## src/rtl/pcs_rx_sync_1000x_if.sv

```systemverilog
// Code-group bus between the GTX 1000BASE-X wrapper, the receive sync block
// and the downstream PCS receive state machine.
interface pcs_rx_sync_1000x_if #(
  parameter int LOS_CNT_WIDTH = 16
);
  logic                     RESETDONE;
  logic                     RXELECIDLE;
  logic                     RXBUFERR;
  logic [7:0]               RXDATA;
  logic                     RXCHARISK;
  logic                     RXCHARISCOMMA;
  logic                     RXDISPERR;
  logic                     RXNOTINTABLE;
  logic                     ENPCOMMAALIGN;
  logic                     ENMCOMMAALIGN;
  logic                     SYNC_STATUS;
  logic                     RX_EVEN;
  logic [7:0]               RXDATA_OUT;
  logic                     RXCHARISK_OUT;
  logic                     RXERR_OUT;
  logic [LOS_CNT_WIDTH-1:0] LOS_COUNT;

  modport master (
    output RESETDONE, RXELECIDLE, RXBUFERR, RXDATA, RXCHARISK, RXCHARISCOMMA,
           RXDISPERR, RXNOTINTABLE,
    input  ENPCOMMAALIGN, ENMCOMMAALIGN, SYNC_STATUS, RX_EVEN, RXDATA_OUT,
           RXCHARISK_OUT, RXERR_OUT, LOS_COUNT
  );

  modport slave (
    input  RESETDONE, RXELECIDLE, RXBUFERR, RXDATA, RXCHARISK, RXCHARISCOMMA,
           RXDISPERR, RXNOTINTABLE,
    output ENPCOMMAALIGN, ENMCOMMAALIGN, SYNC_STATUS, RX_EVEN, RXDATA_OUT,
           RXCHARISK_OUT, RXERR_OUT, LOS_COUNT
  );
endinterface

```

## src/rtl/pcs_rx_sync_1000x.sv

```systemverilog
// 1000BASE-X receive synchronisation FSM: acquires comma alignment, tracks
// code-group parity and drops sync after too many uncancelled bad code-groups.
module pcs_rx_sync_1000x #(
  parameter int ACQUIRE_COMMAS = 3,
  parameter int RECOVER_GOOD   = 4,
  parameter int LOSE_BAD       = 4,
  parameter int LOS_CNT_WIDTH  = 16
) (
  input logic                 RXUSRCLK2,
  input logic                 RXRESET,
  pcs_rx_sync_1000x_if.slave  bus
);

  localparam logic [1:0] ACQ_N  = 2'(ACQUIRE_COMMAS);
  localparam logic [2:0] GOOD_N = 3'(RECOVER_GOOD);
  localparam logic [2:0] BAD_N  = 3'(LOSE_BAD);

  typedef enum logic [1:0] {
    LOSS_OF_SYNC,
    COMMA_DETECT,
    ACQUIRE_SYNC,
    SYNC_ACQUIRED
  } state_e;

  state_e                   state_q, state_d;
  logic                     rx_even_q, rx_even_d;
  logic [1:0]               comma_cnt_q, comma_cnt_d;
  logic [2:0]               bad_cnt_q, bad_cnt_d;
  logic [2:0]               good_cgs_q, good_cgs_d;
  logic                     sync_q, align_q;
  logic [7:0]               data_q;
  logic                     k_q, err_q;
  logic [LOS_CNT_WIDTH-1:0] los_q;

  logic       signal_detect, invalid, cgbad, is_data, los_evt;
  logic [2:0] bad_inc;

  always_comb begin
    signal_detect = bus.RESETDONE & ~bus.RXELECIDLE;
    invalid       = bus.RXDISPERR | bus.RXNOTINTABLE;
    // rx_even_q set means the previous code-group was even, so a comma now is misplaced
    cgbad         = invalid | (bus.RXCHARISCOMMA & rx_even_q);
    is_data       = ~bus.RXCHARISK & ~invalid;
    bad_inc       = bad_cnt_q + 3'd1;

    state_d     = state_q;
    rx_even_d   = ~rx_even_q;
    comma_cnt_d = comma_cnt_q;
    bad_cnt_d   = bad_cnt_q;
    good_cgs_d  = good_cgs_q;
    los_evt     = 1'b0;

    if (!signal_detect || bus.RXBUFERR) begin
      state_d   = LOSS_OF_SYNC;
      rx_even_d = 1'b0;
      los_evt   = (state_q == SYNC_ACQUIRED);
    end else begin
      case (state_q)
        LOSS_OF_SYNC: begin
          if (bus.RXCHARISCOMMA) begin
            state_d     = COMMA_DETECT;
            comma_cnt_d = 2'd1;
            rx_even_d   = 1'b1;
          end
        end
        COMMA_DETECT: begin
          rx_even_d = 1'b0;
          if (!is_data) begin
            state_d = LOSS_OF_SYNC;
          end else if (comma_cnt_q == ACQ_N) begin
            state_d    = SYNC_ACQUIRED;
            bad_cnt_d  = 3'd0;
            good_cgs_d = 3'd0;
          end else begin
            state_d = ACQUIRE_SYNC;
          end
        end
        ACQUIRE_SYNC: begin
          if (cgbad) begin
            state_d = LOSS_OF_SYNC;
          end else if (bus.RXCHARISCOMMA) begin
            state_d     = COMMA_DETECT;
            comma_cnt_d = comma_cnt_q + 2'd1;
            rx_even_d   = 1'b1;
          end
        end
        SYNC_ACQUIRED: begin
          if (cgbad) begin
            bad_cnt_d  = bad_inc;
            good_cgs_d = 3'd0;
            if (bad_inc == BAD_N) begin
              state_d = LOSS_OF_SYNC;
              los_evt = 1'b1;
            end
          end else begin
            if (bus.RXCHARISCOMMA) rx_even_d = 1'b1;
            if (bad_cnt_q == 3'd0) begin
              good_cgs_d = 3'd0;
            end else if (good_cgs_q + 3'd1 == GOOD_N) begin
              bad_cnt_d  = bad_cnt_q - 3'd1;
              good_cgs_d = 3'd0;
            end else begin
              good_cgs_d = good_cgs_q + 3'd1;
            end
          end
        end
        default: state_d = LOSS_OF_SYNC;
      endcase
    end
  end

  always_ff @(posedge RXUSRCLK2) begin
    if (RXRESET) begin
      state_q     <= LOSS_OF_SYNC;
      rx_even_q   <= 1'b0;
      comma_cnt_q <= 2'd0;
      bad_cnt_q   <= 3'd0;
      good_cgs_q  <= 3'd0;
      sync_q      <= 1'b0;
      align_q     <= 1'b1;
      data_q      <= 8'h00;
      k_q         <= 1'b0;
      err_q       <= 1'b0;
      los_q       <= '0;
    end else begin
      state_q     <= state_d;
      rx_even_q   <= rx_even_d;
      comma_cnt_q <= comma_cnt_d;
      bad_cnt_q   <= bad_cnt_d;
      good_cgs_q  <= good_cgs_d;
      sync_q      <= (state_d == SYNC_ACQUIRED);
      align_q     <= (state_d == LOSS_OF_SYNC);
      data_q      <= bus.RXDATA;
      k_q         <= bus.RXCHARISK;
      err_q       <= invalid;
      if (los_evt && (los_q != '1)) los_q <= los_q + 1'b1;
    end
  end

  // rx_even_q describes the code-group now sitting in data_q, so it doubles as RX_EVEN
  assign bus.SYNC_STATUS   = sync_q;
  assign bus.ENPCOMMAALIGN = align_q;
  assign bus.ENMCOMMAALIGN = align_q;
  assign bus.RX_EVEN       = rx_even_q;
  assign bus.RXDATA_OUT    = data_q;
  assign bus.RXCHARISK_OUT = k_q;
  assign bus.RXERR_OUT     = err_q;
  assign bus.LOS_COUNT     = los_q;

endmodule

```

## src/flat_wrapper.sv

```systemverilog
// flat-port wrapper written by rule: the top's interface ports become plain ports
module pcs_rx_sync_1000x_flat 
#(
  parameter int ACQUIRE_COMMAS = 3,
  parameter int RECOVER_GOOD   = 4,
  parameter int LOSE_BAD       = 4,
  parameter int LOS_CNT_WIDTH  = 16
)
  (RXUSRCLK2, RXRESET, bus_RESETDONE, bus_RXELECIDLE, bus_RXBUFERR, bus_RXDATA, bus_RXCHARISK, bus_RXCHARISCOMMA, bus_RXDISPERR, bus_RXNOTINTABLE, bus_ENPCOMMAALIGN, bus_ENMCOMMAALIGN, bus_SYNC_STATUS, bus_RX_EVEN, bus_RXDATA_OUT, bus_RXCHARISK_OUT, bus_RXERR_OUT, bus_LOS_COUNT);
  pcs_rx_sync_1000x_if #(.LOS_CNT_WIDTH(LOS_CNT_WIDTH)) bus_i ();
  input logic RXUSRCLK2;
  input logic RXRESET;
  input wire logic [$bits(bus_i.RESETDONE)-1:0] bus_RESETDONE;
  input wire logic [$bits(bus_i.RXELECIDLE)-1:0] bus_RXELECIDLE;
  input wire logic [$bits(bus_i.RXBUFERR)-1:0] bus_RXBUFERR;
  input wire logic [$bits(bus_i.RXDATA)-1:0] bus_RXDATA;
  input wire logic [$bits(bus_i.RXCHARISK)-1:0] bus_RXCHARISK;
  input wire logic [$bits(bus_i.RXCHARISCOMMA)-1:0] bus_RXCHARISCOMMA;
  input wire logic [$bits(bus_i.RXDISPERR)-1:0] bus_RXDISPERR;
  input wire logic [$bits(bus_i.RXNOTINTABLE)-1:0] bus_RXNOTINTABLE;
  output wire logic [$bits(bus_i.ENPCOMMAALIGN)-1:0] bus_ENPCOMMAALIGN;
  output wire logic [$bits(bus_i.ENMCOMMAALIGN)-1:0] bus_ENMCOMMAALIGN;
  output wire logic [$bits(bus_i.SYNC_STATUS)-1:0] bus_SYNC_STATUS;
  output wire logic [$bits(bus_i.RX_EVEN)-1:0] bus_RX_EVEN;
  output wire logic [$bits(bus_i.RXDATA_OUT)-1:0] bus_RXDATA_OUT;
  output wire logic [$bits(bus_i.RXCHARISK_OUT)-1:0] bus_RXCHARISK_OUT;
  output wire logic [$bits(bus_i.RXERR_OUT)-1:0] bus_RXERR_OUT;
  output wire logic [$bits(bus_i.LOS_COUNT)-1:0] bus_LOS_COUNT;
  assign bus_i.RESETDONE = bus_RESETDONE;
  assign bus_i.RXELECIDLE = bus_RXELECIDLE;
  assign bus_i.RXBUFERR = bus_RXBUFERR;
  assign bus_i.RXDATA = bus_RXDATA;
  assign bus_i.RXCHARISK = bus_RXCHARISK;
  assign bus_i.RXCHARISCOMMA = bus_RXCHARISCOMMA;
  assign bus_i.RXDISPERR = bus_RXDISPERR;
  assign bus_i.RXNOTINTABLE = bus_RXNOTINTABLE;
  assign bus_ENPCOMMAALIGN = bus_i.ENPCOMMAALIGN;
  assign bus_ENMCOMMAALIGN = bus_i.ENMCOMMAALIGN;
  assign bus_SYNC_STATUS = bus_i.SYNC_STATUS;
  assign bus_RX_EVEN = bus_i.RX_EVEN;
  assign bus_RXDATA_OUT = bus_i.RXDATA_OUT;
  assign bus_RXCHARISK_OUT = bus_i.RXCHARISK_OUT;
  assign bus_RXERR_OUT = bus_i.RXERR_OUT;
  assign bus_LOS_COUNT = bus_i.LOS_COUNT;
  pcs_rx_sync_1000x #(.ACQUIRE_COMMAS(ACQUIRE_COMMAS), .RECOVER_GOOD(RECOVER_GOOD), .LOSE_BAD(LOSE_BAD), .LOS_CNT_WIDTH(LOS_CNT_WIDTH)) u_core (.RXUSRCLK2(RXUSRCLK2), .RXRESET(RXRESET), .bus(bus_i));
endmodule
```

## config.mk

```make
export PLATFORM = sky130hd
export DESIGN_NAME = pcs_rx_sync_1000x_flat
export DESIGN_NICKNAME = d
export VERILOG_FILES = /design/src/rtl/pcs_rx_sync_1000x_if.sv /design/src/rtl/pcs_rx_sync_1000x.sv /design/src/flat_wrapper.sv
export SDC_FILE = /design/constraint.sdc
export NUM_CORES = 1
export LEC_CHECK = 0
export ABC_AREA = 1
export BUFFER_PORTS_ARGS = -buffer_cell sky130_fd_sc_hd__buf_2
export CORE_ASPECT_RATIO = 1.4
export CORE_MARGIN = 2
export CORE_UTILIZATION = 30
export CTS_BUF_LIST = sky130_fd_sc_hd__clkbuf_8
export CTS_CLUSTER_DIAMETER = 60
export DETAILED_ROUTE_END_ITERATION = 16
export GPL_TIMING_DRIVEN = 0
export SYNTH_ARGS = -nofsm -noshare
export SYNTH_HDL_FRONTEND = slang
export SYNTH_SLANG_ARGS = --single-unit
```

## constraint.sdc

```tcl
create_clock -name RXUSRCLK2 -period 1.9 [get_ports RXUSRCLK2]
set_input_delay 0.38 -clock RXUSRCLK2 [delete_from_list [all_inputs] [get_ports RXUSRCLK2]]
set_output_delay 0.38 -clock RXUSRCLK2 [all_outputs]
set_load 0.02 [all_outputs]
```

==> reports/results.env <==
CORE.ROWCOUNT=35
SYNTH.FF_LATCH_COUNT=39
YS_DOMINANT_REG_CELL='dfxtp_1'
CTS.HOLD.BUFFERS_ADDED=0
IRDROPWORSTVDD_V=0.0002649
DRT_FIRST_PASS_ITERS=4
FILLERINSTANCES=746
TIGHTEST_HOLD_CHECK_TYPE='in -> reg'
HOLD_START='bus_RXDATA[3]'
SYNTH_CELLS=309
DRV_SLEW=0
POST_CTS.REPAIR.SETUP_BUFFERS=0
FIRST_GLOBAL_VIAS=1891
TRITONCTS.NUM_BUFFERS=5
POST_DRT_VIA_CELL_RATIO=4.443
WORST_FLOP_TO_FLOP_PATH_STARTPOINT='u_core.bus.LOS_COUNT[0]$_SDFFE_PP0P_'
SYNTH.MOST_COMMON_CELL='nand2_1'
ANTENNA_VIOLATING_NETS_POST_ROUTE=0
CLOCK_TREE_BUF_DEPTH=2
H-TREE-DEPTH=2
CLOCK_LATENCY_NS=0.28
LEAKAGEPOWER_nW=1.109
WORST_CLOCK_SKEW_NS=0.004893
CLOCK_TREE_FROM_TRITONCTS='done'
GR-USAGE-ALL-LAYERS_PCT=13.84
MULTIINPUTGATEAREA_UM2=1097
SEQ_AREA_FRAC_SYNTH_PCT=37.61
FINALCRITICALPERIOD_NS=1.694
FLOW.AREA_GROWTH_FROM_SYNTHESIS_PCT=20.49
MAXSLEWHEADROOM_PCT=64.60
SYNTH_ENABLE_FLOP_CELLS=0
SYNTHDISTINCTLIBCELLS=24
SETUP_VIOL=0
FINAL.SETUP.WORST_SLACK_NS=0.2064
LAYOUT.NETS=386
DIE_WIDTH_UM=74.30
SYNTH_TOP_CELL_BY_AREA='dfxtp_1'
REGTOREGSETUPSLACK_NS=0.21
SYNTH-ASYNC-RESET-RATIO_PCT=0
MAXCAPVIOLCOUNT=0
DP_HPWL_UM=3752
MIN_PERIOD_OVER_PERIOD_PCT=89.14
CTS_RESIZED=0
ROUTE.FINAL.WIRE_LENGTH_UM=4892
TIGHTESTPINTRANSITION_NS=0.5310
DRT_FIRST_ITER_VIOLATIONS=93
DRC=0
PLACE_WORST_SETUP_SLACK_NS=0.2050
GP_CONGESTION=0.8149
GRT_PASS1_WL_UM=8321
DESIGN.DIE.AREA_UM2=7610
USE_MET3_PCT=2.959
YOSYS-TOP-CELLS-COUNT='nand2_1, nor2_1, dfxtp_1, inv_1, nand3_1'
GRT-BUSIEST-LAYER='met2'
PORT_BUFFERS=45
CRITICAL_R2R_CAPTURE='u_core.bus.LOS_COUNT[1]$_SDFFE_PP0P_'
SYNTH_NETS=334
OUTCOME='finished clean'
FP.COREAREA_UM2=6656
TIMING.CRITICAL_PATH.REQUIRED_NS=2.08
SYN-MEAN-INSTANCE-AREA_UM2=6.718
CLK_PIN_SLEW_WORST_PATHS_NS=0.08
USE_MET2_PCT=25.41
GRT_ANTENNA_BEFORE_REPAIR=0
DIODES_INSERTED=0
TNS_NS=0
WORST_R2R_PATH_DEPTH=9
GR-USAGE-MET1_PCT=15.98
VIA_COUNT=2017
INITIAL_UTILIZATION_PCT=31.18
MAX_FREQ_MHz=590.5
CTS.SINK_COUNT=39
GRT_START_MAX_NET_PINS=13
SYNTH.TOP_CELLS.BY_AREA='dfxtp_1, nand2_1, nor2_1'
SYNTHESIS.YOSYS.WARNINGS=0
TIMING.CRITICAL_PATH.TO_TYPE='flip-flop'
CRIT_FANOUT=10
CRITICAL_PATH.STARTPOINT_TYPE='flip-flop'
WORSTSETUPPATHTYPE='reg -> reg'
CHIPHEIGHT_UM=102.4
COUNT_OF_FINAL_HOLD_CHECK_VIOLATIONS=0
WHS_ENDPOINT='u_core.bus.RXDATA_OUT[3]$_SDFF_PP0_'
FINAL_LAYOUT_SIZE_SUFFIX_GT1_SHARE_PCT=20.17
NUMBER_OF_CELLS_TRAVERSED_BY_THE_WORST_HOLD_PATH=3
WL_PER_CELL_UM=10.78
SEQUENTIAL_CELL_AREA_UM2=780.7
GRT_SETUP_UNREPAIRED='no'
CELLPOWERDENSITY_nW_PER_UM2=589.0
CRITICAL_PATH_ORIGIN='u_core.bus.LOS_COUNT[0]$_SDFFE_PP0P_'
GLOBALROUTE.TOTALOVERFLOW=0
CLOCK-ROOT-BUFFER='clkbuf_8'
NETLIST_AREA_PRE_PLACE_UM2=2076
ARRIVAL_TIME_AT_THE_WORST_ENDPOINT_NS=1.87
TOP_LEVEL_PORTS=47
NETLIST.AREA_LEADER.SHARE_PCT=37.61
## per-stage QoR
stage	utilization [%]	instance area (um^2)	hold slack, ns	instances	total power [mW]
CTS	37.58	2501	0.2755	454	1.513
detailed placement	36.30	2416	0.4607	446	0.9560
global placement	36.30	2416	0.4493	446	0.9542
finish	37.58	2501	0.2923	454	1.473
global route	37.58	2501	0.2756	454	1.550
floorplan	-	2076	0.4311	309	0.9128
## layout make-up
class	instances	share of cell area (%)
plain buffers	10	2.501
multi-input cells	224	43.87
repair buffers	45	9.004
inverters	36	5.403
well taps	92	4.602
flip-flops and latches	39	31.22
clock buffers	5	2.751
clock inverters	3	0.6503
## state kept, by name (all words and copies together), names as in the netlist
signal / cells
u_core.bus.LOS_COUNT: 16
u_core.bus.SYNC_STATUS: 1
u_core.comma_cnt_q: 2
u_core.state_q: 2
u_core.bus.ENMCOMMAALIGN: 1
u_core.good_cgs_q: 3
u_core.bus.RX_EVEN: 1
u_core.bus.RXDATA_OUT: 8
u_core.bus.RXERR_OUT: 1
u_core.bus.RXCHARISK_OUT: 1
u_core.bad_cnt_q: 3
## layer usage
metal  wire length (um)  part of all wire (%)
met5                  0                     0
met1               2149                    44
met2               2560                    52
met4                 24                  0.49
met3                157                   3.2
## worst max path at each step
stage	slack [ns]	end	cells after the start
after floorplan	0.25	u_core.bus.LOS_COUNT[1]$_SDFFE_PP0P_	9
after global placement	0.23	u_core.bus.LOS_COUNT[9]$_SDFFE_PP0P_	9
after detailed placement	0.21	u_core.bus.LOS_COUNT[1]$_SDFFE_PP0P_	9
after CTS	0.18	u_core.bus.LOS_COUNT[1]$_SDFFE_PP0P_	9
after global routing	0.02	u_core.bus.LOS_COUNT[15]$_SDFFE_PP0P_	8
final	0.21	u_core.bus.LOS_COUNT[1]$_SDFFE_PP0P_	9
## worst max-delay path, stage by stage, from the launching register on
cell and delay (ns):
dfxtp_1 0.41, ha_1 0.31, inv_2 0.07, nor2_4 0.16
nand2_2 0.11, nor2_4 0.14, nor2_2 0.06, buf_6 0.14
o21ai_0 0.14, nor2_1 0.05
## cells by family after synthesis
kind of cell / Yosys count / synth area share [%]
fa+ha+maj: 8 / 4.822
compound gates: 40 / 9.825
xor+xnor: 6 / 2.532
flops: 39 / 37.61
buf+inv: 46 / 9.524
simple gates: 170 / 35.68
## power breakdown
| group | switching (mW) | internal, mW |
|---|---|---|
| clock | 0.288 | 0.251 |
| sequential | 0.00479 | 0.831 |
| combinational | 0.0628 | 0.0361 |
## placed cells by master (no fill, tap or decap), drive strengths merged
cell type	count
a21oi	20
buf	52
clkbuf	8
clkinv	1
clkinvlp	1
dfxtp	39
ha	8
inv	37
nand2	87
nand3	23
nand3b	1
nand4	4
nor2	54
nor3b	1
o21ai	20
xnor2	5
xor2	1
Note: power is estimated with default switching activity, not from simulation.
